`config.mk`:
```
export PLATFORM = sky130hd
export DESIGN_NAME = axi_lite_master_flat
export DESIGN_NICKNAME = d
export VERILOG_FILES = /design/src/rtl/axi_lite_pkg.sv /design/src/rtl/axi_lite_if.sv /design/src/rtl/axi_lite_master.sv /design/src/flat_wrapper.sv
export SDC_FILE = /design/constraint.sdc
export NUM_CORES = 1
export LEC_CHECK = 0
export CAP_MARGIN = 40
export CORE_ASPECT_RATIO = 1.1
export CORE_MARGIN = 1.5
export CORE_UTILIZATION = 55
export CTS_BUF_LIST = sky130_fd_sc_hd__clkbuf_4 sky130_fd_sc_hd__clkbuf_8
export DETAILED_ROUTE_END_ITERATION = 16
export DONT_BUFFER_PORTS = 1
export PLACE_DENSITY = 0.71
export SETUP_SLACK_MARGIN = 0.1
export SLEW_MARGIN = 20
export SYNTH_ARGS = -nofsm -noshare
export SYNTH_HDL_FRONTEND = slang
export SYNTH_SLANG_ARGS = --single-unit
```
`constraint.sdc`:
```
create_clock -name clk_i -period 1.8 [get_ports clk_i]
set_input_delay 0.27 -clock clk_i [delete_from_list [all_inputs] [get_ports clk_i]]
set_output_delay 0.27 -clock clk_i [all_outputs]
set_load 0.05 [all_outputs]
```
`src/rtl/axi_lite_pkg.sv`:
```
// Shared AXI-Lite definitions: response codes, master FSM encoding and
// the width of the wait-state timeout counter.
package axi_lite_pkg;

  localparam logic [1:0] RESP_OKAY   = 2'b00;
  localparam logic [1:0] RESP_EXOKAY = 2'b01;
  localparam logic [1:0] RESP_SLVERR = 2'b10;
  localparam logic [1:0] RESP_DECERR = 2'b11;

  localparam int TO_CNT_W = 16;

  typedef enum logic [2:0] {
    ST_IDLE  = 3'd0,
    ST_RADDR = 3'd1,
    ST_RDATA = 3'd2,
    ST_WREQ  = 3'd3,
    ST_WRESP = 3'd4,
    ST_DONE  = 3'd5
  } mst_state_e;

  // Only OKAY is a clean completion; EXOKAY is unexpected on AXI-Lite.
  function automatic logic resp_is_err(input logic [1:0] resp);
    return resp != RESP_OKAY;
  endfunction

endpackage

```
`src/rtl/axi_lite_if.sv`:
```
// AXI-Lite bus bundle between one initiator and one responder.
interface axi_lite_if;
  logic        arvalid;
  logic        arready;
  logic [31:0] araddr;
  logic        rvalid;
  logic        rready;
  logic [31:0] rdata;
  logic [1:0]  rresp;
  logic        awvalid;
  logic        awready;
  logic [31:0] awaddr;
  logic        wvalid;
  logic        wready;
  logic [31:0] wdata;
  logic [3:0]  wstrb;
  logic        bvalid;
  logic        bready;
  logic [1:0]  bresp;

  modport master (
    output arvalid, araddr, rready, awvalid, awaddr, wvalid, wdata, wstrb, bready,
    input  arready, rvalid, rdata, rresp, awready, wready, bvalid, bresp
  );

  modport slave (
    input  arvalid, araddr, rready, awvalid, awaddr, wvalid, wdata, wstrb, bready,
    output arready, rvalid, rdata, rresp, awready, wready, bvalid, bresp
  );
endinterface

```
`src/rtl/axi_lite_master.sv`:
```
// Single-outstanding AXI-Lite initiator: turns a core read/write request into
// one AXI-Lite transaction, with an optional wait-state timeout abort.
module axi_lite_master
  import axi_lite_pkg::*;
#(
  parameter int TIMEOUT_CYCLES = 255
) (
  input  logic        clk_i,
  input  logic        rst_i,
  input  logic        req_valid_i,
  output logic        req_ready_o,
  input  logic        req_wen_i,
  input  logic [31:0] req_addr_i,
  input  logic [31:0] req_wdata_i,
  input  logic [3:0]  req_wstrb_i,
  output logic        resp_valid_o,
  output logic [31:0] resp_rdata_o,
  output logic        resp_err_o,
  axi_lite_if.master  axi
);

  localparam logic [TO_CNT_W-1:0] TO_LIMIT = TO_CNT_W'(TIMEOUT_CYCLES);
  localparam bit                  TO_EN    = (TIMEOUT_CYCLES != 0);

  mst_state_e          state_q;
  logic [31:0]         addr_q, wdata_q, rdata_q;
  logic [3:0]          wstrb_q;
  logic [TO_CNT_W-1:0] cnt_q;
  logic                req_ready_q, resp_valid_q, err_q;
  logic                arvalid_q, rready_q, awvalid_q, wvalid_q, bready_q;
  logic                aw_done_q, w_done_q;
  logic                aw_done_d, w_done_d, to_hit;

  // >= rather than == so a handshake taken exactly at the limit cannot let
  // the following response phase run on until the counter wraps.
  assign to_hit    = TO_EN && (cnt_q >= TO_LIMIT);
  assign aw_done_d = aw_done_q | (awvalid_q & axi.awready);
  assign w_done_d  = w_done_q  | (wvalid_q  & axi.wready);

  always_ff @(posedge clk_i) begin
    if (!rst_i) begin
      state_q      <= ST_IDLE;
      addr_q       <= '0;
      wdata_q      <= '0;
      wstrb_q      <= '0;
      rdata_q      <= '0;
      cnt_q        <= '0;
      req_ready_q  <= 1'b1;
      resp_valid_q <= 1'b0;
      err_q        <= 1'b0;
      arvalid_q    <= 1'b0;
      rready_q     <= 1'b0;
      awvalid_q    <= 1'b0;
      wvalid_q     <= 1'b0;
      bready_q     <= 1'b0;
      aw_done_q    <= 1'b0;
      w_done_q     <= 1'b0;
    end else begin
      case (state_q)
        ST_IDLE: if (req_valid_i) begin
          addr_q      <= req_addr_i;
          wdata_q     <= req_wdata_i;
          wstrb_q     <= req_wstrb_i;
          cnt_q       <= '0;
          aw_done_q   <= 1'b0;
          w_done_q    <= 1'b0;
          req_ready_q <= 1'b0;
          if (req_wen_i) begin
            awvalid_q <= 1'b1;
            wvalid_q  <= 1'b1;
            state_q   <= ST_WREQ;
          end else begin
            arvalid_q <= 1'b1;
            state_q   <= ST_RADDR;
          end
        end
        ST_RADDR: begin
          cnt_q <= cnt_q + TO_CNT_W'(1);
          if (axi.arready) begin
            arvalid_q <= 1'b0;
            rready_q  <= 1'b1;
            state_q   <= ST_RDATA;
          end else if (to_hit) begin
            arvalid_q    <= 1'b0;
            err_q        <= 1'b1;
            resp_valid_q <= 1'b1;
            state_q      <= ST_DONE;
          end
        end
        ST_RDATA: begin
          cnt_q <= cnt_q + TO_CNT_W'(1);
          if (axi.rvalid) begin
            rdata_q      <= axi.rdata;
            err_q        <= resp_is_err(axi.rresp);
            rready_q     <= 1'b0;
            resp_valid_q <= 1'b1;
            state_q      <= ST_DONE;
          end else if (to_hit) begin
            rready_q     <= 1'b0;
            err_q        <= 1'b1;
            resp_valid_q <= 1'b1;
            state_q      <= ST_DONE;
          end
        end
        ST_WREQ: begin
          cnt_q <= cnt_q + TO_CNT_W'(1);
          if (aw_done_d && w_done_d) begin
            awvalid_q <= 1'b0;
            wvalid_q  <= 1'b0;
            bready_q  <= 1'b1;
            state_q   <= ST_WRESP;
          end else if (to_hit) begin
            awvalid_q    <= 1'b0;
            wvalid_q     <= 1'b0;
            err_q        <= 1'b1;
            resp_valid_q <= 1'b1;
            state_q      <= ST_DONE;
          end else begin
            awvalid_q <= !aw_done_d;
            wvalid_q  <= !w_done_d;
          end
          aw_done_q <= aw_done_d;
          w_done_q  <= w_done_d;
        end
        ST_WRESP: begin
          cnt_q <= cnt_q + TO_CNT_W'(1);
          if (axi.bvalid) begin
            err_q        <= resp_is_err(axi.bresp);
            bready_q     <= 1'b0;
            resp_valid_q <= 1'b1;
            state_q      <= ST_DONE;
          end else if (to_hit) begin
            bready_q     <= 1'b0;
            err_q        <= 1'b1;
            resp_valid_q <= 1'b1;
            state_q      <= ST_DONE;
          end
        end
        ST_DONE: begin
          resp_valid_q <= 1'b0;
          req_ready_q  <= 1'b1;
          state_q      <= ST_IDLE;
        end
        default: begin
          resp_valid_q <= 1'b0;
          req_ready_q  <= 1'b1;
          state_q      <= ST_IDLE;
        end
      endcase
    end
  end

  assign req_ready_o  = req_ready_q;
  assign resp_valid_o = resp_valid_q;
  assign resp_rdata_o = rdata_q;
  assign resp_err_o   = err_q;

  assign axi.arvalid = arvalid_q;
  assign axi.araddr  = addr_q;
  assign axi.rready  = rready_q;
  assign axi.awvalid = awvalid_q;
  assign axi.awaddr  = addr_q;
  assign axi.wvalid  = wvalid_q;
  assign axi.wdata   = wdata_q;
  assign axi.wstrb   = wstrb_q;
  assign axi.bready  = bready_q;

endmodule
```
`src/flat_wrapper.sv`:
```
// flat-port wrapper written by rule: the top's interface ports become plain ports
module axi_lite_master_flat import axi_lite_pkg::*;
#(
  parameter int TIMEOUT_CYCLES = 255
)
  (clk_i, rst_i, req_valid_i, req_ready_o, req_wen_i, req_addr_i, req_wdata_i, req_wstrb_i, resp_valid_o, resp_rdata_o, resp_err_o, axi_arvalid, axi_araddr, axi_rready, axi_awvalid, axi_awaddr, axi_wvalid, axi_wdata, axi_wstrb, axi_bready, axi_arready, axi_rvalid, axi_rdata, axi_rresp, axi_awready, axi_wready, axi_bvalid, axi_bresp);
  axi_lite_if axi_i ();
  input  logic clk_i;
  input  logic rst_i;
  input  logic req_valid_i;
  output logic req_ready_o;
  input  logic req_wen_i;
  input  logic [31:0] req_addr_i;
  input  logic [31:0] req_wdata_i;
  input  logic [3:0] req_wstrb_i;
  output logic resp_valid_o;
  output logic [31:0] resp_rdata_o;
  output logic resp_err_o;
  output wire logic [$bits(axi_i.arvalid)-1:0] axi_arvalid;
  output wire logic [$bits(axi_i.araddr)-1:0] axi_araddr;
  output wire logic [$bits(axi_i.rready)-1:0] axi_rready;
  output wire logic [$bits(axi_i.awvalid)-1:0] axi_awvalid;
  output wire logic [$bits(axi_i.awaddr)-1:0] axi_awaddr;
  output wire logic [$bits(axi_i.wvalid)-1:0] axi_wvalid;
  output wire logic [$bits(axi_i.wdata)-1:0] axi_wdata;
  output wire logic [$bits(axi_i.wstrb)-1:0] axi_wstrb;
  output wire logic [$bits(axi_i.bready)-1:0] axi_bready;
  input wire logic [$bits(axi_i.arready)-1:0] axi_arready;
  input wire logic [$bits(axi_i.rvalid)-1:0] axi_rvalid;
  input wire logic [$bits(axi_i.rdata)-1:0] axi_rdata;
  input wire logic [$bits(axi_i.rresp)-1:0] axi_rresp;
  input wire logic [$bits(axi_i.awready)-1:0] axi_awready;
  input wire logic [$bits(axi_i.wready)-1:0] axi_wready;
  input wire logic [$bits(axi_i.bvalid)-1:0] axi_bvalid;
  input wire logic [$bits(axi_i.bresp)-1:0] axi_bresp;
  assign axi_arvalid = axi_i.arvalid;
  assign axi_araddr = axi_i.araddr;
  assign axi_rready = axi_i.rready;
  assign axi_awvalid = axi_i.awvalid;
  assign axi_awaddr = axi_i.awaddr;
  assign axi_wvalid = axi_i.wvalid;
  assign axi_wdata = axi_i.wdata;
  assign axi_wstrb = axi_i.wstrb;
  assign axi_bready = axi_i.bready;
  assign axi_i.arready = axi_arready;
  assign axi_i.rvalid = axi_rvalid;
  assign axi_i.rdata = axi_rdata;
  assign axi_i.rresp = axi_rresp;
  assign axi_i.awready = axi_awready;
  assign axi_i.wready = axi_wready;
  assign axi_i.bvalid = axi_bvalid;
  assign axi_i.bresp = axi_bresp;
  axi_lite_master #(.TIMEOUT_CYCLES(TIMEOUT_CYCLES)) u_core (.clk_i(clk_i), .rst_i(rst_i), .req_valid_i(req_valid_i), .req_ready_o(req_ready_o), .req_wen_i(req_wen_i), .req_addr_i(req_addr_i), .req_wdata_i(req_wdata_i), .req_wstrb_i(req_wstrb_i), .resp_valid_o(resp_valid_o), .resp_rdata_o(resp_rdata_o), .resp_err_o(resp_err_o), .axi(axi_i));
endmodule
```
==> out/qor.yml, run 1 <==
placedCellCount: 751
peakVddDrop_uv: 685
cp_max_fo: 39
stdcell_count: 885
area_delta_synth_final_pct: 31.9
grt_max_degree: 115
maxSlewHeadroom_pct: 35.5
cts-root-buf: "clkbuf_8"
hold_violations: 1
die_area_sq_um: 10500
reg2regPathDepth: 6
worst_slack_ps: 179
gp_congestion: 0.856
hp-class: "primary input to flip-flop"
totalWireLength_microns: 15800
cts.sinks: 129
layout_commonest_cell: "nand2_1"
syn_avg_cell_area_sq_um: 8.32
hold_ws_ps: -9.66
start_util_pct: 57.2
vias_per_cell: 5.71
maxCapViolCount: 0
drv_slew: 0
outcome: "finished with violations"
holdPathEnd: "u_core.axi.awvalid$_SDFFE_PN0P_"
rsz0062_at_grt: "no"
path_class: "flip-flop to flip-flop"
postSynthCellCount: 652
multi_input_area_sq_um: 2440
io_pins: 253
final_util_pct: 75.4
powerDensity_nw_per_um2: 1160
min_path_cells: 2
rows: 37
setup_violations: 0
netlist_top_cells_area: "dfxtp_1 (48%), nand2_1 (15%), a21boi_1 (14%), buf_4 (4.7%), clkbuf_1 (2.0%)"
ys_ff_latch: 129
io_buffers: 0
clkSlewWorstSetupHoldPaths_ps: 70
ctsLongestPathBuffers: 2
critPathArrivalTime_ps: 1970
reg2reg_slack_ps: 180
synth-edff-count: 0
crit_path_start_kind: "flip-flop"
ys_seq_area_share_pct: 47.6
die_h_microns: 107
drtAntennaViolNets: 0
grt.total_usage_pct: 29.8
numCtsBuffers: 17
min_period_ps: 1620
crit_path_end_kind: "flip-flop"
layout-drive-gt1-share_pct: 13.9
post-route-period-util_pct: 90.1
regToRegEndpoint: "u_core.axi.wdata[12]$_SDFFE_PN0P_"
grt_pass1_wl_microns: 24800
yosys_most_used_dff: "dfxtp_1"
synth_area_sq_um: 5430
antenna_cells: 0
pre_cts_ws_ps: 158
insertion_delay_ps: 440
violations: "hold timing"
syn_nets: 766
antenna_found_initial: 1
layout_common_cells: "nand2_1 (215), dfxtp_1 (126), dlygate4sd3_1 (101)"
grt_overflow_total: 0
vias: 5050
drt_first_pass_iters: 8
grt_pass1_vias: 5338
regArea_sq_um: 2590
worst_pin_slew_ps: 964
die_w_microns: 97.7
synthDistinctLibCells: 52
synth_top_area_share_pct: 47.6
wl_per_cell_microns: 17.9
fin_nets: 870
drt_iter0_drc: 321
cp.required_ps: 2150
timing.rr.start: "u_core.state_q[2]$_SDFFE_PN0N_"
synth.largest_area_cell: "dfxtp_1"
setup-tns-final_ps: 0
htree_num_levels: 4
p_leak_nw: 2.78
fillers: 616
fin_skew_ps: 13.6
synthArstFlopShare_pct: 0
clock.fmax_ghz: 0.617
cts_tree: "yes"
hpwl_microns: 8950
drc: 0
coreArea_sq_um: 9490
hold_start: "rst_i"
yosys_warnings: 0
metal layers:
layer	vias to the layer above	GRT usage (%)	wire [microns]
met3	55	11.0	1410
li1	2334	-	-
met1	2370	30.6	5760
met2	291	52.5	8120
met4	0	16.6	529
met5	-	0	0
worst max path at each step:
| stage | startpoint | end | slack [ps] | cells past startpoint |
|---|---|---|---|---|
| after floorplan | u_core.cnt_q[0]$_SDFFE_PN0P_ | u_core.state_q[2]$_SDFFE_PN0N_ | 250 | 5 |
| after global placement | u_core.state_q[1]$_SDFFE_PN0N_ | u_core.cnt_q[13]$_SDFFE_PN0P_ | 190 | 5 |
| after detailed placement | u_core.state_q[1]$_SDFFE_PN0N_ | u_core.cnt_q[13]$_SDFFE_PN0P_ | 160 | 5 |
| after CTS | u_core.state_q[1]$_SDFFE_PN0N_ | u_core.cnt_q[13]$_SDFFE_PN0P_ | 140 | 5 |
| after global routing | u_core.state_q[2]$_SDFFE_PN0N_ | u_core.axi.wdata[12]$_SDFFE_PN0P_ | 110 | 6 |
| final | u_core.state_q[2]$_SDFFE_PN0N_ | u_core.axi.wdata[12]$_SDFFE_PN0P_ | 180 | 6 |
area by class of cell:
class / instances / share of cell area (%)
inverter: 6 / 0.315
timing repair buffer: 157 / 21.2
tap: 117 / 2.05
clock inverter: 9 / 2.15
sequential: 129 / 36.1
clock buffer: 22 / 4.14
multi-input combinational: 445 / 34.1
state kept, by name, summed over array words and instances, names as in the netlist:
| signal | flops |
|---|---|
| u_core.cnt_q | 16 |
| u_core.axi.wvalid | 1 |
| u_core.axi.arvalid | 1 |
| u_core.axi.wstrb | 4 |
| u_core.resp_valid_o | 1 |
| u_core.axi.araddr | 32 |
| u_core.axi.bready | 1 |
| u_core.w_done_q | 1 |
| u_core.axi.wdata | 32 |
| u_core.state_q | 3 |
| u_core.resp_err_o | 1 |
| u_core.axi.awvalid | 1 |
| u_core.resp_rdata_o | 32 |
| u_core.req_ready_o | 1 |
| u_core.axi.rready | 1 |
| u_core.aw_done_q | 1 |
kinds of logic (layout without fill, tap and decap cells):
logic type                 count (synthesis)  after routing  share of synthesized area (%)
AOI/OAI and AO/OA                        147            147                           19.5
adders and majority gates                  1              1                          0.230
buffers and inverters                     78            194                           8.18
xor gates and xnor gates                  11             11                           1.77
and+or+nand+nor                          286            286                           22.7
DFF                                      129            129                           47.6
Yosys cell counts (2+ instances only):
cell and number:
clkbuf_1 29, and3_1 3, inv_1 5, o21ai_1 3
a221o_1 2, nor3b_1 2, nand2b_1 2, a21oi_1 15
nor4_1 2, nor2_1 22, buf_2 7, a21boi_0 2
buf_4 34, nor2b_1 4, xnor2_1 5, nor3_1 7
o21ai_0 12, nand2_1 215, a21boi_1 98, nand4_1 3
nand3b_1 2, dfxtp_1 129, xor2_1 6, o21a_1 2
or3_1 4, buf_6 2, nand3_1 10
through the flow:
stage	hold slack, ps	total power [W]	area, sq um
floorplan	405	0.00500	5430
global placement	370	0.00526	5630
detailed placement	373	0.00530	5630
CTS	-95.9	0.00822	7070
global route	2.16	0.00859	7160
finish	-9.66	0.00828	7160
power by group:
part,internal (W),switching [W],leakage (nW)
combinational,0.000632,0.00124,1.50
clock,0.00166,0.00110,0.224
sequential,0.00308,0.000574,1.05
total,0.00537,0.00291,2.78
worst max-delay path, cell delays in order, from the launching register on:
cell	delay (ps)
dfxtp_1	380
buf_4	210
nor4b_4	250
buf_4	180
buf_12	210
nand2_1	120
a21boi_1	170
what timing repair did:
item                                    4_1_cts  5_1_grt
endpoints found under the setup margin        0       35
hold endpoints to repair                    112       85
gates resized for setup                       0        8
hold buffers                                 99        3
buffers inserted                              0        1
Power figures use the tool's default switching activity.
==> run 2: changes to the inputs <==
==> constraint.sdc (replaced) <==
create_clock -name clk_i -period 1.8 [get_ports clk_i]
set_input_delay 0.36 -clock clk_i [delete_from_list [all_inputs] [get_ports clk_i]]
set_output_delay 0.36 -clock clk_i [all_outputs]
set_load 0.05 [all_outputs]
==> out/qor.yml, run 2 (synthesis results as in run 1) <==
fin_skew_ps: 10.3
coreArea_sq_um: 9490
gp_congestion: 0.882
layout_common_cells: "nand2_1 (215), dfxtp_1 (127), a21boi_1 (98)"
grt_pass1_vias: 4403
layout_commonest_cell: "nand2_1"
cts_resized: 0
drt_first_pass_iters: 4
grt_pass1_wl_microns: 20900
worst_pin_slew_ps: 584
powerDensity_nw_per_um2: 1270
min_path_cells: 2
drc: 0
antenna_found_initial: 0
layout-drive-gt1-share_pct: 15.7
die_w_microns: 97.7
fillers: 821
setup-tns-final_ps: 0
grt.total_usage_pct: 24.7
maxSlewHeadroom_pct: 61.0
grt_overflow_total: 0
io_buffers: 0
insertion_delay_ps: 420
clock.fmax_ghz: 0.608
numCtsBuffers: 17
cp_max_fo: 5
min_period_ps: 1640
ctsLongestPathBuffers: 2
start_util_pct: 57.2
place_area_sq_um: 5610
holdPathEnd: "u_core.resp_rdata_o[0]$_SDFFE_PN0P_"
drt_iter0_drc: 200
die_h_microns: 107
hold_start: "axi_rdata[0]"
cp.required_ps: 2150
wl_per_cell_microns: 16.4
antenna_cells: 0
cts_setup_buffers: 0
cts-root-buf: "clkbuf_8"
timing.rr.start: "u_core.cnt_q[2]$_SDFFE_PN0P_"
crit_path_end_kind: "flip-flop"
grt_max_degree: 115
peakVddDrop_uv: 741
rows: 37
path_class: "flip-flop to flip-flop"
setup_violations: 0
holdBufCountCts: 0
critPathArrivalTime_ps: 1990
seq_power_share_pct: 47.4
outcome: "finished, final reports clean"
totalWireLength_microns: 12800
vias: 4374
clkPwrFrac_pct: 32.0
hp-class: "primary input to flip-flop"
switching_share_pct: 36.1
cts_tree: "yes"
final_area_sq_um: 6060
reg2reg_slack_ps: 160
crit_path_start_kind: "flip-flop"
area_delta_synth_final_pct: 11.6
p_int_w: 0.00493
clkSlewWorstSetupHoldPaths_ps: 70
hpwl_microns: 8950
maxCapViolCount: 0
die_area_sq_um: 10500
drv_slew: 0
fin_nets: 765
netSwitchingPower_w: 0.00278
io_pins: 253
post-route-period-util_pct: 91.3
htree_num_levels: 4
regToRegEndpoint: "u_core.state_q[2]$_SDFFE_PN0N_"
final_util_pct: 63.8
combPwrFrac_pct: 20.6
reg2regPathDepth: 5
cts.sinks: 129
hold_violations: 0
rsz0062_at_grt: "yes"
vias_per_cell: 5.60
drtAntennaViolNets: 0
p_leak_nw: 2.31
## run 2: cell count changes in the layout (fill, tap and decap cells not counted), moves of 2 or more
| cell | before | now |
|---|---|---|
| buf_4 | 50 | 47 |
| bufinv_16 | 4 | 2 |
| clkbuf_4 | 1 | 3 |
| dlygate4sd3_1 | 101 | 0 |
## run 2: cell type report
cell class,count,area (sq um),share of cell area (%)
Inverter,6,22.5,0.372
Tap cell,117,146,2.42
Multi-Input combinational cell,445,2440,40.4
Sequential cell,129,2580,42.7
Clock buffer,23,298,4.92
Timing Repair Buffer,52,453,7.48
Clock inverter,9,106,1.76
## run 2: power groups by stage
| stage | combinational (W) | sequential [W] | clock (W) |
|---|---|---|---|
| finish | 0.00159 | 0.00365 | 0.00247 |
| global route | 0.00171 | 0.00368 | 0.00266 |
| CTS | 0.00158 | 0.00365 | 0.00251 |
| detailed placement | 0.00158 | 0.00372 | 0 |
| global placement | 0.00155 | 0.00371 | 0 |
| floorplan | 0.00103 | 0.00397 | 0 |
## run 2: worst max path at each step
stage / startpoint / endpoint / depth (start not counted)
final: u_core.cnt_q[2]$_SDFFE_PN0P_ / u_core.state_q[2]$_SDFFE_PN0N_ / 5
after global routing: u_core.cnt_q[2]$_SDFFE_PN0P_ / u_core.state_q[2]$_SDFFE_PN0N_ / 5
after CTS: u_core.state_q[1]$_SDFFE_PN0N_ / u_core.cnt_q[11]$_SDFFE_PN0P_ / 5
after detailed placement: u_core.state_q[1]$_SDFFE_PN0N_ / u_core.cnt_q[13]$_SDFFE_PN0P_ / 5
after global placement: u_core.state_q[1]$_SDFFE_PN0N_ / u_core.cnt_q[11]$_SDFFE_PN0P_ / 5
after floorplan: u_core.cnt_q[0]$_SDFFE_PN0P_ / u_core.state_q[2]$_SDFFE_PN0N_ / 5
## run 2: metal layers
layer	global-route usage, %	share of wire (%)	up-vias
met5	0	0	-
met4	11.2	2.3	0
met3	10.6	9.1	27
met2	42.1	50	181
met1	26.7	38	2045
li1	-	-	2121
## run 2: worst max-delay path, stage by stage, from the launching register on
cell	delay (ps)
dfxtp_1	410
and4_4	290
nand4_4	120
and3_4	190
or3_1	370
a41oi_2	190
## run 2: through the flow
stage	hold WS, ps	worst slack (ps)	total power [W]	std cells
finish	60.1	156	0.00772	781
global route	13.2	85.1	0.00805	781
CTS	7.83	140	0.00775	781
detailed placement	445	169	0.00530	749
global placement	441	192	0.00526	749
floorplan	458	252	0.00500	652
==> run 3: changes to the inputs <==
CORE_MARGIN = 2   (was 1.5)
==> out/qor.yml, run 3 (synthesis results as in run 1) <==
vias_per_cell: 5.46
outcome: "finished, final reports clean"
cts-root-buf: "clkbuf_8"
cp_max_fo: 5
post-route-period-util_pct: 90.2
worst_pin_slew_ps: 563
io_pins: 253
min_period_ps: 1620
grt.total_usage_pct: 23.1
clock.fmax_ghz: 0.616
layout-drive-gt1-share_pct: 16.4
path_class: "flip-flop to flip-flop"
maxCapViolCount: 0
fin_nets: 770
start_util_pct: 55.7
layout_common_cells: "nand2_1 (214), dfxtp_1 (125), a21boi_1 (98)"
powerDensity_nw_per_um2: 1270
holdBufCountCts: 0
grt_max_degree: 115
io_buffers: 0
wl_met1_microns: 4960
coreArea_sq_um: 9750
switching_share_pct: 35.9
cts.sinks: 129
wl_met2_microns: 6280
grt_pass1_vias: 4228
grt_pass1_wl_microns: 19900
grt_overflow_total: 0
combPwrFrac_pct: 20.4
cp.required_ps: 2140
rows: 38
setup_violations: 0
drt_iter0_drc: 173
fin_skew_ps: 7.62
highest_layer: "met4"
netSwitchingPower_w: 0.00281
p_int_w: 0.00500
critPathArrivalTime_ps: 1960
htree_num_levels: 4
clkSlewWorstSetupHoldPaths_ps: 80
crit_path_end_kind: "flip-flop"
antenna_cells: 0
totalWireLength_microns: 12500
worst_slack_ps: 177
pre_cts_ws_ps: 132
clkPwrFrac_pct: 32.8
hold_violations: 0
maxSlewHeadroom_pct: 62.4
fillers: 830
cts_tree: "yes"
area_delta_synth_final_pct: 12.8
insertion_delay_ps: 420
hold_ws_ps: 66.0
route.met3.wl_microns: 1040
drtAntennaViolNets: 0
drt_first_pass_iters: 4
layout_commonest_cell: "nand2_1"
drv_slew: 0
seq_power_share_pct: 46.8
rsz0062_at_grt: "no"
peakVddDrop_uv: 797
antenna_found_initial: 0
drc: 0
die_h_microns: 108
numCtsBuffers: 17
wl_per_cell_microns: 15.8
hpwl_microns: 8890
crit_path_start_kind: "flip-flop"
die_w_microns: 98.7
hp-class: "primary input to flip-flop"
gp_congestion: 0.831
ctsLongestPathBuffers: 2
vias: 4309
die_area_sq_um: 10700
setup-tns-final_ps: 0
p_leak_nw: 2.34
==> run 3: worst paths after layout <==
path / cells past startpoint / slack [ps] / startpoint / end
max: 5 / 180 / u_core.cnt_q[3]$_SDFFE_PN0P_ / u_core.state_q[2]$_SDFFE_PN0N_
min: 2 / 70 / req_addr_i[14] / u_core.axi.araddr[14]$_SDFFE_PN0P_
max reg2reg: 5 / 180 / u_core.cnt_q[3]$_SDFFE_PN0P_ / u_core.state_q[2]$_SDFFE_PN0N_
min reg2reg: 2 / 450 / u_core.axi.araddr[5]$_SDFFE_PN0P_ / u_core.axi.araddr[5]$_SDFFE_PN0P_
==> run 3: timing repair <==
action | CTS | global route
gates resized for setup | 0 | 10
setup buffers | 0 | 2
setup endpoints to repair | 0 | 49
==> run 3: layout make-up <==
| cell class | instances | area (sq um) | area share (%) |
|---|---|---|---|
| clock inverters | 13 | 161 | 2.64 |
| inverters | 6 | 22.5 | 0.368 |
| clock buffers | 19 | 262 | 4.27 |
| flip-flops and latches | 129 | 2590 | 42.2 |
| well taps | 120 | 150 | 2.45 |
| multi-input cells | 445 | 2440 | 39.8 |
| repair buffers | 57 | 503 | 8.21 |
==> run 3: metal layers <==
layer | up-vias | track usage [%]
met2 | 166 | 39.8
li1 | 2126 | -
met3 | 15 | 9.18
met4 | 0 | 9.20
met1 | 2002 | 25.4
met5 | - | 0
==> run 3: stage by stage <==
step | total power [W] | instance area, sq um | util [%] | std cells
2_1_floorplan | 0.00500 | 5430 | - | 652
3_3_place_gp | 0.00526 | 5650 | 58.0 | 755
3_5_place_dp | 0.00529 | 5650 | 58.0 | 755
4_1_cts | 0.00785 | 6080 | 62.3 | 787
5_1_grt | 0.00815 | 6120 | 62.8 | 789
6_report | 0.00781 | 6120 | 62.8 | 789
==> run 3: worst max-delay path, stage by stage (launching register included) <==
cell and delay [ps]:
dfxtp_1 390, and4_4 280, nand4_4 130, and3_4 190, or3_1 350, a41oi_2 210
==> run 3: power by group through the flow <==
stage | sequential [W] | clock [W] | combinational (W)
after floorplan | 0.00397 | 0 | 0.00103
after global placement | 0.00371 | 0 | 0.00155
after detailed placement | 0.00371 | 0 | 0.00158
after CTS | 0.00365 | 0.00262 | 0.00158
after global routing | 0.00368 | 0.00275 | 0.00172
final | 0.00365 | 0.00256 | 0.00160
